### config.mk
export PLATFORM = sky130hd
export DESIGN_NAME = bcd2bin_ctrl
export DESIGN_NICKNAME = d
export VERILOG_FILES = /design/src/rtl/bcd2bin_ctrl.sv
export SDC_FILE = /design/constraint.sdc
export NUM_CORES = 1
export LEC_CHECK = 0
export BUFFER_PORTS_ARGS = -buffer_cell sky130_fd_sc_hd__buf_2
export CORE_AREA = 4 4 41 43
export CTS_BUF_LIST = sky130_fd_sc_hd__clkbuf_2 sky130_fd_sc_hd__clkbuf_4 sky130_fd_sc_hd__clkbuf_8
export DETAILED_ROUTE_END_ITERATION = 10
export DIE_AREA = 0 0 45 47
export SLEW_MARGIN = 15
export SYNTH_ARGS = -nofsm -noshare
export SYNTH_HDL_FRONTEND = slang
export SYNTH_SLANG_ARGS = --single-unit
### constraint.sdc
create_clock -name clk -period 3.65 [get_ports clk]
set_clock_uncertainty 0.05 [all_clocks]
set_input_delay 0.365 -clock clk [delete_from_list [all_inputs] [get_ports clk]]
set_output_delay 0.365 -clock clk [all_outputs]
set_load 0.01 [all_outputs]
### src/rtl/bcd2bin_ctrl.sv
// bcd2bin_ctrl -- control FSM for an iterative BCD-to-binary converter
// (reverse double-dabble).
//
// The controller sequences an external datapath through these steps:
//   1. Operand load (ld).
//   2. ITERS right-shifts (shift).
//   3. A per-digit "subtract 3 if >= 8" correction (adj) after every shift
//      except the last.
//
// The host side uses a start/busy/done handshake. done is a one-cycle pulse
// in the cycle where the datapath result is valid.
//
// ld, shift, adj, busy and done are Moore outputs: they are decoded from the
// state register only, so no input reaches them combinationally.
//
// Optional feature, macro BCD2BIN_CHECK_EN:
//   - Adds the bcd_ok input and the err output.
//   - An operand with an invalid digit skips the datapath entirely and goes
//     straight to DONE with err set.
//
// Legal parameter range: 2 <= ITERS <= 2**CW - 1.

module bcd2bin_ctrl #(
  parameter int ITERS = 16,
  parameter int CW    = 5
) (
  input  logic          clk,
  input  logic          rst,
  input  logic          start,
  input  logic          abort,
`ifdef BCD2BIN_CHECK_EN
  input  logic          bcd_ok,
  output logic          err,
`endif
  output logic          ld,
  output logic          shift,
  output logic          adj,
  output logic          busy,
  output logic          done,
  output logic [CW-1:0] iter
);

  localparam logic [CW-1:0] C_ITERS = CW'(ITERS);
  localparam logic [CW-1:0] C_ONE   = CW'(1);

  typedef enum logic [2:0] {
    S_IDLE  = 3'd0,
    S_LOAD  = 3'd1,
    S_SHIFT = 3'd2,
    S_ADJ   = 3'd3,
    S_DONE  = 3'd4
  } state_t;

  state_t        r_state;
  state_t        w_state_next;
  logic [CW-1:0] r_iter;
  logic [CW-1:0] w_iter_next;
  logic          w_last_shift;
  logic          w_accept;

`ifdef BCD2BIN_CHECK_EN
  logic          r_err;
  logic          w_err_next;
`endif

  // A start is only taken in IDLE, and an abort in the same cycle vetoes it.
  assign w_accept     = (r_state == S_IDLE) && start && !abort;

  // The shift that consumes the final remaining iteration ends the conversion.
  // Treating 0 the same way keeps the FSM from ever cycling without an end.
  assign w_last_shift = (r_iter <= C_ONE);

  // State, iteration counter and error flag registers; async reset to idle.
  // NOTE: sequential state uses non-blocking (<=) so every flop samples
  // pre-edge values; blocking here would create order-dependent races.
  always_ff @(posedge clk or posedge rst) begin
    if (rst) begin
      r_state <= S_IDLE;
      r_iter  <= '0;
    end else begin
      r_state <= w_state_next;
      r_iter  <= w_iter_next;
    end
  end

`ifdef BCD2BIN_CHECK_EN
  // Error flag: updated only when a start is accepted, held otherwise.
  always_ff @(posedge clk or posedge rst) begin
    if (rst) begin
      r_err <= 1'b0;
    end else begin
      r_err <= w_err_next;
    end
  end
`endif

  // Next-state, counter-update and error-update logic.
  // Priority: abort first, then the normal step for the current state.
  // NOTE: every signal gets a default before the case statement, so a missed
  // branch cannot infer a latch. It simply holds the current value.
  always_comb begin
    w_state_next = r_state;
    w_iter_next  = r_iter;
`ifdef BCD2BIN_CHECK_EN
    w_err_next   = r_err;
`endif

    unique case (r_state)
      S_IDLE: begin
        if (w_accept) begin
`ifdef BCD2BIN_CHECK_EN
          if (bcd_ok) begin
            w_err_next   = 1'b0;
            w_state_next = S_LOAD;
          end else begin
            // Invalid operand: report it without touching the datapath.
            w_err_next   = 1'b1;
            w_state_next = S_DONE;
          end
`else
          w_state_next = S_LOAD;
`endif
        end
      end

      S_LOAD: begin
        if (abort) begin
          w_state_next = S_IDLE;
        end else begin
          w_iter_next  = C_ITERS;
          w_state_next = S_SHIFT;
        end
      end

      S_SHIFT: begin
        if (abort) begin
          w_state_next = S_IDLE;
        end else begin
          // Decrement only while non-zero, so the counter can never wrap.
          if (r_iter != '0) begin
            w_iter_next = r_iter - C_ONE;
          end
          w_state_next = w_last_shift ? S_DONE : S_ADJ;
        end
      end

      S_ADJ: begin
        w_state_next = abort ? S_IDLE : S_SHIFT;
      end

      S_DONE: begin
        // start is deliberately ignored here. This forces at least one IDLE
        // cycle between back-to-back conversions.
        w_state_next = S_IDLE;
      end

      default: begin
        w_state_next = S_IDLE;
      end
    endcase
  end

  // Moore output decode.
  assign ld    = (r_state == S_LOAD);
  assign shift = (r_state == S_SHIFT);
  assign adj   = (r_state == S_ADJ);
  assign busy  = (r_state == S_LOAD) || (r_state == S_SHIFT) || (r_state == S_ADJ);
  assign done  = (r_state == S_DONE);
  assign iter  = r_iter;
`ifdef BCD2BIN_CHECK_EN
  assign err   = r_err;
`endif

  // Structural invariants of the sequencer.
  a_onehot_cmd : assert property (@(posedge clk) disable iff (rst)
    $onehot0({ld, shift, adj}));

  a_busy_done_excl : assert property (@(posedge clk) disable iff (rst)
    !(busy && done));

  a_iter_range : assert property (@(posedge clk) disable iff (rst)
    r_iter <= C_ITERS);

endmodule

## Word-level counts from Yosys, hierarchy flattened

Index checks and enable logic that the tools add are counted.

| storage, ports and cells | value |
|---|---|
| flip-flop bits (word level) | 8 |
| input port bits | 4 |
| output and inout bits | 10 |
| logic and storage cells | 31 |

| operators by class | value |
|---|---|
| add/subtract/negate cells | 1 |
| $lt $le $gt $ge | 1 |
| equal/unequal tests | 8 |
| mux-type cells | 9 |
| reduce and logical (&&, ||, !) cells | 10 |

Operator list:

| kind | count |
|---|---|
| 5-bit 2-to-1 mux | 3 |
| 5-bit case mux with 2 select lines | 1 |
| 3-bit 2-to-1 mux | 3 |
| 3-bit case mux with 3 select lines | 1 |
| 3-bit by 2-bit equality test with 1-bit output, second input constant | 2 |
| 2-bit != test, second input constant | 3 |
| 5-bit by 1-bit less-or-equal comparator with 1-bit output, second input constant | 1 |
| 5-bit nonzero test | 1 |
| 5-bit by 1-bit subtractor with 5-bit output, second input constant | 1 |
| 4-bit AND reduction | 1 |
| 3-bit by 1-bit equality test with 1-bit output, second input constant | 1 |
| 3-bit equality test, second input constant | 1 |
| 3-bit logical NOT | 1 |
| 1-bit logical AND | 2 |
| 1-bit logical OR | 2 |
| 2-bit 2-to-1 mux | 1 |
| 2-bit by 1-bit != test with 1-bit output, second input constant | 1 |
| 2-bit nonzero test | 1 |
| 2-bit OR reduction | 1 |
| 1-bit logical NOT | 1 |

## Logic depth before layout (Yosys ltp)

Gate-level depths: netlist (run 1).

| logic depth | value |
|---|---|
| word-level depth | 5 |
| gate-level depth with buffers | 5 |
| depth with buffers taken out | 5 |

## Worst setup path before layout (run 1)

OpenSTA, ideal clock, no wires.

| timing | value |
|---|---|
| path kind | register to register |
| start point | reg r_state[2] |
| end point | reg r_iter[0], in the netlist iter[0] |
| setup time | 0.080 ns |
| data arrival time | 1.420 ns |
| data required time | 3.520 ns |
| path slack | 2.100 ns |
| stages on the path, launching flop included | 5 |
| path buffers | 1 |
| period minus slack after synthesis | 1.550 ns |
| path through | dfrtp_1 > or4b_1 > buf_6 > a31oi_4 > mux2i_1 |

| between the ends | value |
|---|---|
| longest elaborated chain between the ends | 3 |
| elaborated cells on any way between the ends | 8 |
| those cells by class | eq/ne (5); mux (1); reduce/logical (2) |

RTL lines:

| element | line | source |
|---|---|---|
| start: declaration | 54 | `state_t r_state;` |
| start signal: assignment | 81 | `r_state <= w_state_next;` |
| 3-bit by 2-bit equality test with 1-bit output or 3-bit by 1-bit equality test with 1-bit output (tied branches) | 108 | `unique case (r_state)` |
| 2-bit by 1-bit != test with 1-bit output (no line) (tied with other cells) | -- |  |
| 4-bit AND reduction (no line) | -- |  |
| end signal: assignment | 82 | `r_iter <= w_iter_next;` |
| end: declaration | 56 | `logic [CW-1:0] r_iter;` |

Several ways; a longest one is shown, not always the timed one.
A chain may end at the register's enable or synchronous reset.

## Final worst setup path (run 1)

Ends and elaborated chain as after synthesis.

==> results of run 1 <==
-- Yosys cell counts (2+ instances only) --
cell,instances
inv_1,5
o211ai_1,2
mux2i_1,3
nand2_1,2
ha_1,2
dfrtp_1,8
nor2_1,7
o41ai_2,2
-- worst min path at each step --
stage / from / to / slack [ns] / cells after the start
after floorplan: rst / iter[0] / 0.13 / 1
after CTS: abort / r_state[1] / 0.29 / 2
final: abort / r_state[1] / 0.30 / 2
after global routing: abort / r_state[1] / 0.29 / 2
after global placement: rst / r_state[0] / 0.27 / 2
after detailed placement: rst / iter[1] / 0.27 / 2
-- cell usage in the layout (no fill, tap or decap), types with 2 or more instances in the layout --
master    synthesis  final
mux2i_1           3      3
clkbuf_4          0      3
nand2_1           2      2
buf_2             0     13
dfrtp_1           8      8
o41ai_2           2      2
inv_1             5      5
o211ai_1          2      2
nor2_1            7      7
ha_1              2      2
-- report_power, final --
group / leakage (nW) / internal, mW / switching (mW)
registers: 0.103 / 0.115 / 0.0410
clock network: 0.0138 / 0.0375 / 0.0281
logic: 0.195 / 0.0745 / 0.0995
total: 0.311 / 0.227 / 0.169
-- area by class of cell --
type                            count  share of cell area
Inverter                            5             0.03178
Multi-Input combinational cell     32              0.4322
Timing Repair Buffer               14              0.1271
Tap cell                           15             0.03178
Sequential cell                     8              0.3390
Clock buffer                        3             0.03814
-- state kept, by name, indices dropped and copies added (netlist names) --
name / flops
iter: 5
r_state: 3
-- layer usage --
| layer | GRT usage | wire, um | vias to the layer above |
|---|---|---|---|
| li1 | - | - | 198 |
| met1 | 0.1405 | 428 | 183 |
| met2 | 0.1497 | 390 | 16 |
| met3 | 0.03448 | 76 | 2 |
| met4 | 0.07018 | 21 | 0 |
| met5 | 0 | 0 | - |
-- logic make-up (layout without fill, tap and decap cells) --
group                      after synthesis  count (layout)  share of synthesized area
and+or+nand+nor                         19              19                     0.2269
AOI/OAI and AO/OA                        8               8                     0.1856
DFF                                      8               8                     0.4124
buffers and inverters                    6              22                    0.06186
muxes                                    3               3                    0.06186
adders and majority gates                2               2                    0.05154
==> summary.md, run 1 <==
| Metric | Value |
|---|---|
| Number of port buffers | `13` |
| Final std cells w/o fill | `77` |
| Max_slew headroom | `0.7670` |
| Critical Path Start Type | `flip-flop` |
| Final-stage net count | `70` |
| Worst r2r path cells | `3` |
| Design Power | `395.9 uW` |
| Yosys top cell area share | `0.4124` |
| Post-synth EDFFs | `0` |
| Multi-input logic area | `255.2 um^2` |
| Synth Instances | `46` |
| Aggregate global routing overflow | `0` |
| CP cell instances | `or4b_1, a31oi_4, mux2i_1` |
| # Post-CTS Setup Buffers | `0` |
| Post-Syn Area per Cell | `10.55 um^2` |
| Worst-skew pair later-pin latency | `0.25 ns` |
| Placeable core area | `roughly 1300 um^2` |
| Placed insts | `73` |
| PD cells | `670.4 nW/um^2` |
| Initial drt markers | `7` |
| Launch point of the worst reg-to-reg path | `r_state[2]` |
| Cell Rows | `13` |
| CTS Hold Bufs | `1` |
| Cell family with the largest share of critical-path delay | `simple AND/OR/NAND/NOR gates` |
| Crit path to | `iter[0]` |
| Final worst-path cycle share | `0.4679` |
| Tot GR Track Use | `0.1069` |
| Routed length per instance | `11.91 um` |
| Hold Vio Cnt, Final | `0` |
| CP max stage delay | `between 0.7 and 0.8 ns` |
| R2R setup slack | `1.94 ns` |
| RSZ-0062 raised after global routing | `no` |
| Worst Hold Class | `in -> reg` |
| WP depth | `3` |
| Outcome | `finished clean` |
| WP data arrival | `1.83 ns` |
| Max VDD drop | `338.0 uV` |
| Max clock buf depth | `2` |
| Pin count of the biggest net entering global routing | `9` |
| Final setup vio count | `0` |
| Setup_tns | `0 ns` |
| # diodes | `0` |
| Least-Margin Pin Slew | `approximately 0.35 ns` |
| Dpl ws | `1.946 ns` |
| Gpl congestion | `0.7340` |
| Post-Synthesis Net Count | `between 50 and 60` |
| 1st-pass router iterations | `4` |
| TritonCTS Sinks | `8` |
| Tmin final | `1.708 ns` |
| Die area | `2115 um^2` |
| WP buf/inv | `0` |
| Vias in the first global route | `365` |
| WP data required | `3.78 ns` |
| CP Launch Point | `r_state[2]` |
| Sequential cell area | `200.2 um^2` |
| Area leader, netlist | `dfrtp_1` |
| CTS Buf Count | `3` |
| Fill cell count | `134` |
| Synthesized cell area | `485.5 um^2` |
| Hold WS | `between 0.3 and 0.4 ns` |
| HPWL after DPL | `between 700 and 800 um` |
| Kind of critical path | `reg -> reg` |
| Warnings from Yosys | `0` |
| Max Clk Rate | `585.6 MHz` |
| CTS tree | `done` |
| DIE WIDTH | `45 um` |
| Yosys cell types | `23` |
| Post-synthesis register bit count | `8` |
| Area contributors post-synth | `dfrtp_1 41%, o41ai_2 6.7%, mux2i_1 6.2%` |
| Slew Viols, Final | `0` |
| Placed cell areas | `558.0 um^2` |
| First-pass GRT wire length | `1.587 mm` |
| CP endpoint kind | `flip-flop` |
| Share of layout cells above drive strength 1 | `0.3226` |
| Final Cell Area | `590.6 um^2` |
| Asr flop ratio synth | `1.000` |
| Max_cap viols | `0` |
| H-tree levels | `1` |
| Register area share after synthesis | `0.4124` |
| Die height | `47 um` |
| Root Driver | `clkbuf_4` |
| Finished Core Util | `0.4538` |
| Detail Route Antenna Nets | `0` |
| Ys flop type | `dfrtp_1` |
| Vias | `399` |
| Drt drc | `0` |
| Synth-to-Final Area Change | `21.65%` |
| Total wire length | `917 um` |
| IO Pins | `14` |
| Leakage | `0.3110 nW` |
| RR Endpoint | `iter[0]` |
| Crit-path max FO | `8` |
| Clock slew seen by the registers of the worst setup and hold paths | `0.05 ns` |
| PostCTS Resize Cnt | `0` |
| PnR worst setup slack | `between 1.5 and 2 ns` |
| Max stage delay cell, worst path | `or4b_1` |
| Antenna violations before repair | `0` |
| Initial Utilization | `0.3731` |
| Drt via density | `5.182` |
No activity file was read; power rests on OpenSTA's default activity.
==> run 2: changes to the inputs <==
==> constraint.sdc (replaced) <==
create_clock -name clk -period 1.79 [get_ports clk]
set_clock_uncertainty 0.05 [all_clocks]
set_input_delay 0.179 -clock clk [delete_from_list [all_inputs] [get_ports clk]]
set_output_delay 0.179 -clock clk [all_outputs]
set_load 0.01 [all_outputs]
==> summary.md, run 2 (synthesized netlist as in run 1, its figures left out) <==
| Metric | Value |
|---|---|
| Pint | `468.4 uW` |
| Root Driver | `clkbuf_4` |
| IO Pins | `14` |
| WP data arrival | `1.79 ns` |
| Switching share of power | `0.4238` |
| Clock slew seen by the registers of the worst setup and hold paths | `about 0.060 ns` |
| Aggregate global routing overflow | `0` |
| Max VDD drop | `660.1 uV` |
| Die area | `2115 um^2` |
| Pin count of the biggest net entering global routing | `9` |
| Kind of critical path | `reg -> reg` |
| Max clock buf depth | `2` |
| # Post-CTS Setup Buffers | `0` |
| Tmin final | `1.659 ns` |
| CTS Buf Count | `3` |
| Routed length per instance | `11.68 um` |
| Design Power | `812.9 uW` |
| Crit-path max FO | `8` |
| Outcome | `finished clean` |
| Drt via density | `about 5.3` |
| Sequential power share | `0.382` |
| Vias in the first global route | `413` |
| CTS tree | `done` |
| Share of layout cells above drive strength 1 | `0.3438` |
| Max Clk Rate | `602.6 MHz` |
| Vias | `roughly 420` |
| Hold Vio Cnt, Final | `0` |
| P_sw | `roughly 340 uW` |
| Placed insts | `75` |
| Antenna violations before repair | `0` |
| Tot GR Track Use | `0.1139` |
| Worst-skew pair later-pin latency | `0.26 ns` |
| Initial drt markers | `3` |
| First-pass GRT wire length | `1.690 mm` |
| Final Cell Area | `605.6 um^2` |
| Max reg flops | `5` |
| Slew Viols, Final | `0` |
| PostCTS Resize Cnt | `0` |
| Dpl ws | `0.1357 ns` |
| 1st-pass router iterations | `4` |
| # diodes | `0` |
| Final std cells w/o fill | `79` |
| H-tree levels | `1` |
| Gpl congestion | `0.7161` |
| Placed cell areas | `approximately 570 um^2` |
| Leakage | `0.3216 nW` |
| Total wire length | `923 um` |
| CTS Hold Bufs | `1` |
| PD cells | `1342 nW/um^2` |
| Critical Path Start Type | `flip-flop` |
| DIE WIDTH | `roughly 45 um` |
| Die height | `47 um` |
| Number of port buffers | `13` |
| Max_cap viols | `0` |
| Max_slew headroom | `0.7697` |
| TritonCTS Sinks | `8` |
| PnR worst setup slack | `approximately 0.13 ns` |
| Most frequent cells in the layout | `13 x buf_2, 8 x dfrtp_1, 7 x nor2_1` |
| Drt drc | `0` |
| Comb pwr share | `0.445` |
| HPWL after DPL | `~740 um` |
| Least-Margin Pin Slew | `0.3441 ns` |
| Placeable core area | `1301 um^2` |
| Worst Hold Class | `in -> reg` |
| Final setup vio count | `0` |
| Detail Route Antenna Nets | `0` |
| Initial Utilization | `0.3731` |
| Setup_tns | `0 ns` |
| Commonest non-fill, non-tap cell in the layout | `buf_2` |
| RSZ-0062 raised after global routing | `no` |
| CP endpoint kind | `flip-flop` |
| Clock share of power | `0.173` |
| Final worst-path cycle share | `0.9270` |
| WP data required | `1.92 ns` |
| Cell Rows | `13` |
| Synth-to-Final Area Change | `24.74%` |
| Final-stage net count | `72` |
[run 2: cell types whose count changed in the layout (fill, tap and decap cells not counted)]
| cell | delta |
|---|---|
| buf_4 | +2 |
[run 2: power groups by stage]
| stage | registers (mW) | logic (mW) | clock network, mW |
|---|---|---|---|
| global route | 0.325 | 0.409 | 0.152 |
| finish | 0.310 | 0.361 | 0.141 |
| floorplan | 0.324 | 0.236 | 0 |
| global placement | 0.312 | 0.364 | 0 |
| detailed placement | 0.315 | 0.367 | 0 |
| CTS | 0.313 | 0.369 | 0.146 |
[run 2: cell type report]
| cell class | count | area [um^2] |
|---|---|---|
| fill | 135 | 695.7 |
| multi-input combinational | 32 | 255.2 |
| sequential | 8 | 200.2 |
| timing repair buffer | 16 | 90.09 |
| clock buffer | 3 | 22.52 |
| inverter | 5 | 18.77 |
| tap | 15 | 18.77 |
[run 2: stage by stage]
step | hold WS (ns) | utilization
6_report | 0.1100 | 0.4654
2_1_floorplan | -0.05534 | -
3_3_place_gp | 0.09233 | 0.4404
3_5_place_dp | 0.09024 | 0.4404
5_1_grt | 0.1293 | 0.4654
4_1_cts | 0.1032 | 0.4654
[run 2: worst paths after layout]
kind	start	end	slack, ns	cells after the start
hold reg to reg	iter[4]	iter[4]	0.50	1
max in group asynchronous	rst	r_state[1]	1.10	3
setup / recovery	r_state[2]	iter[1]	0.13	3
min in group asynchronous	rst	iter[4]	0.35	3
setup reg to reg	r_state[2]	iter[1]	0.13	3
hold / removal	abort	r_state[1]	0.11	2
[run 2: per-layer routing]
metal  track usage  share of wire  wire, um  up-vias
met5             0              0         0        -
met4       0.08772          0.025        23        0
met3       0.02299          0.062        57        2
met2        0.1808           0.47       432       13
met1        0.1352           0.44       410      195
li1              -              -         -      205
[run 2: critical path, cell delays in order (launching register included)]
cell	delay, ns
dfrtp_1	0.38
or4b_1	0.71
a31oi_4	0.24
mux2i_1	0.20
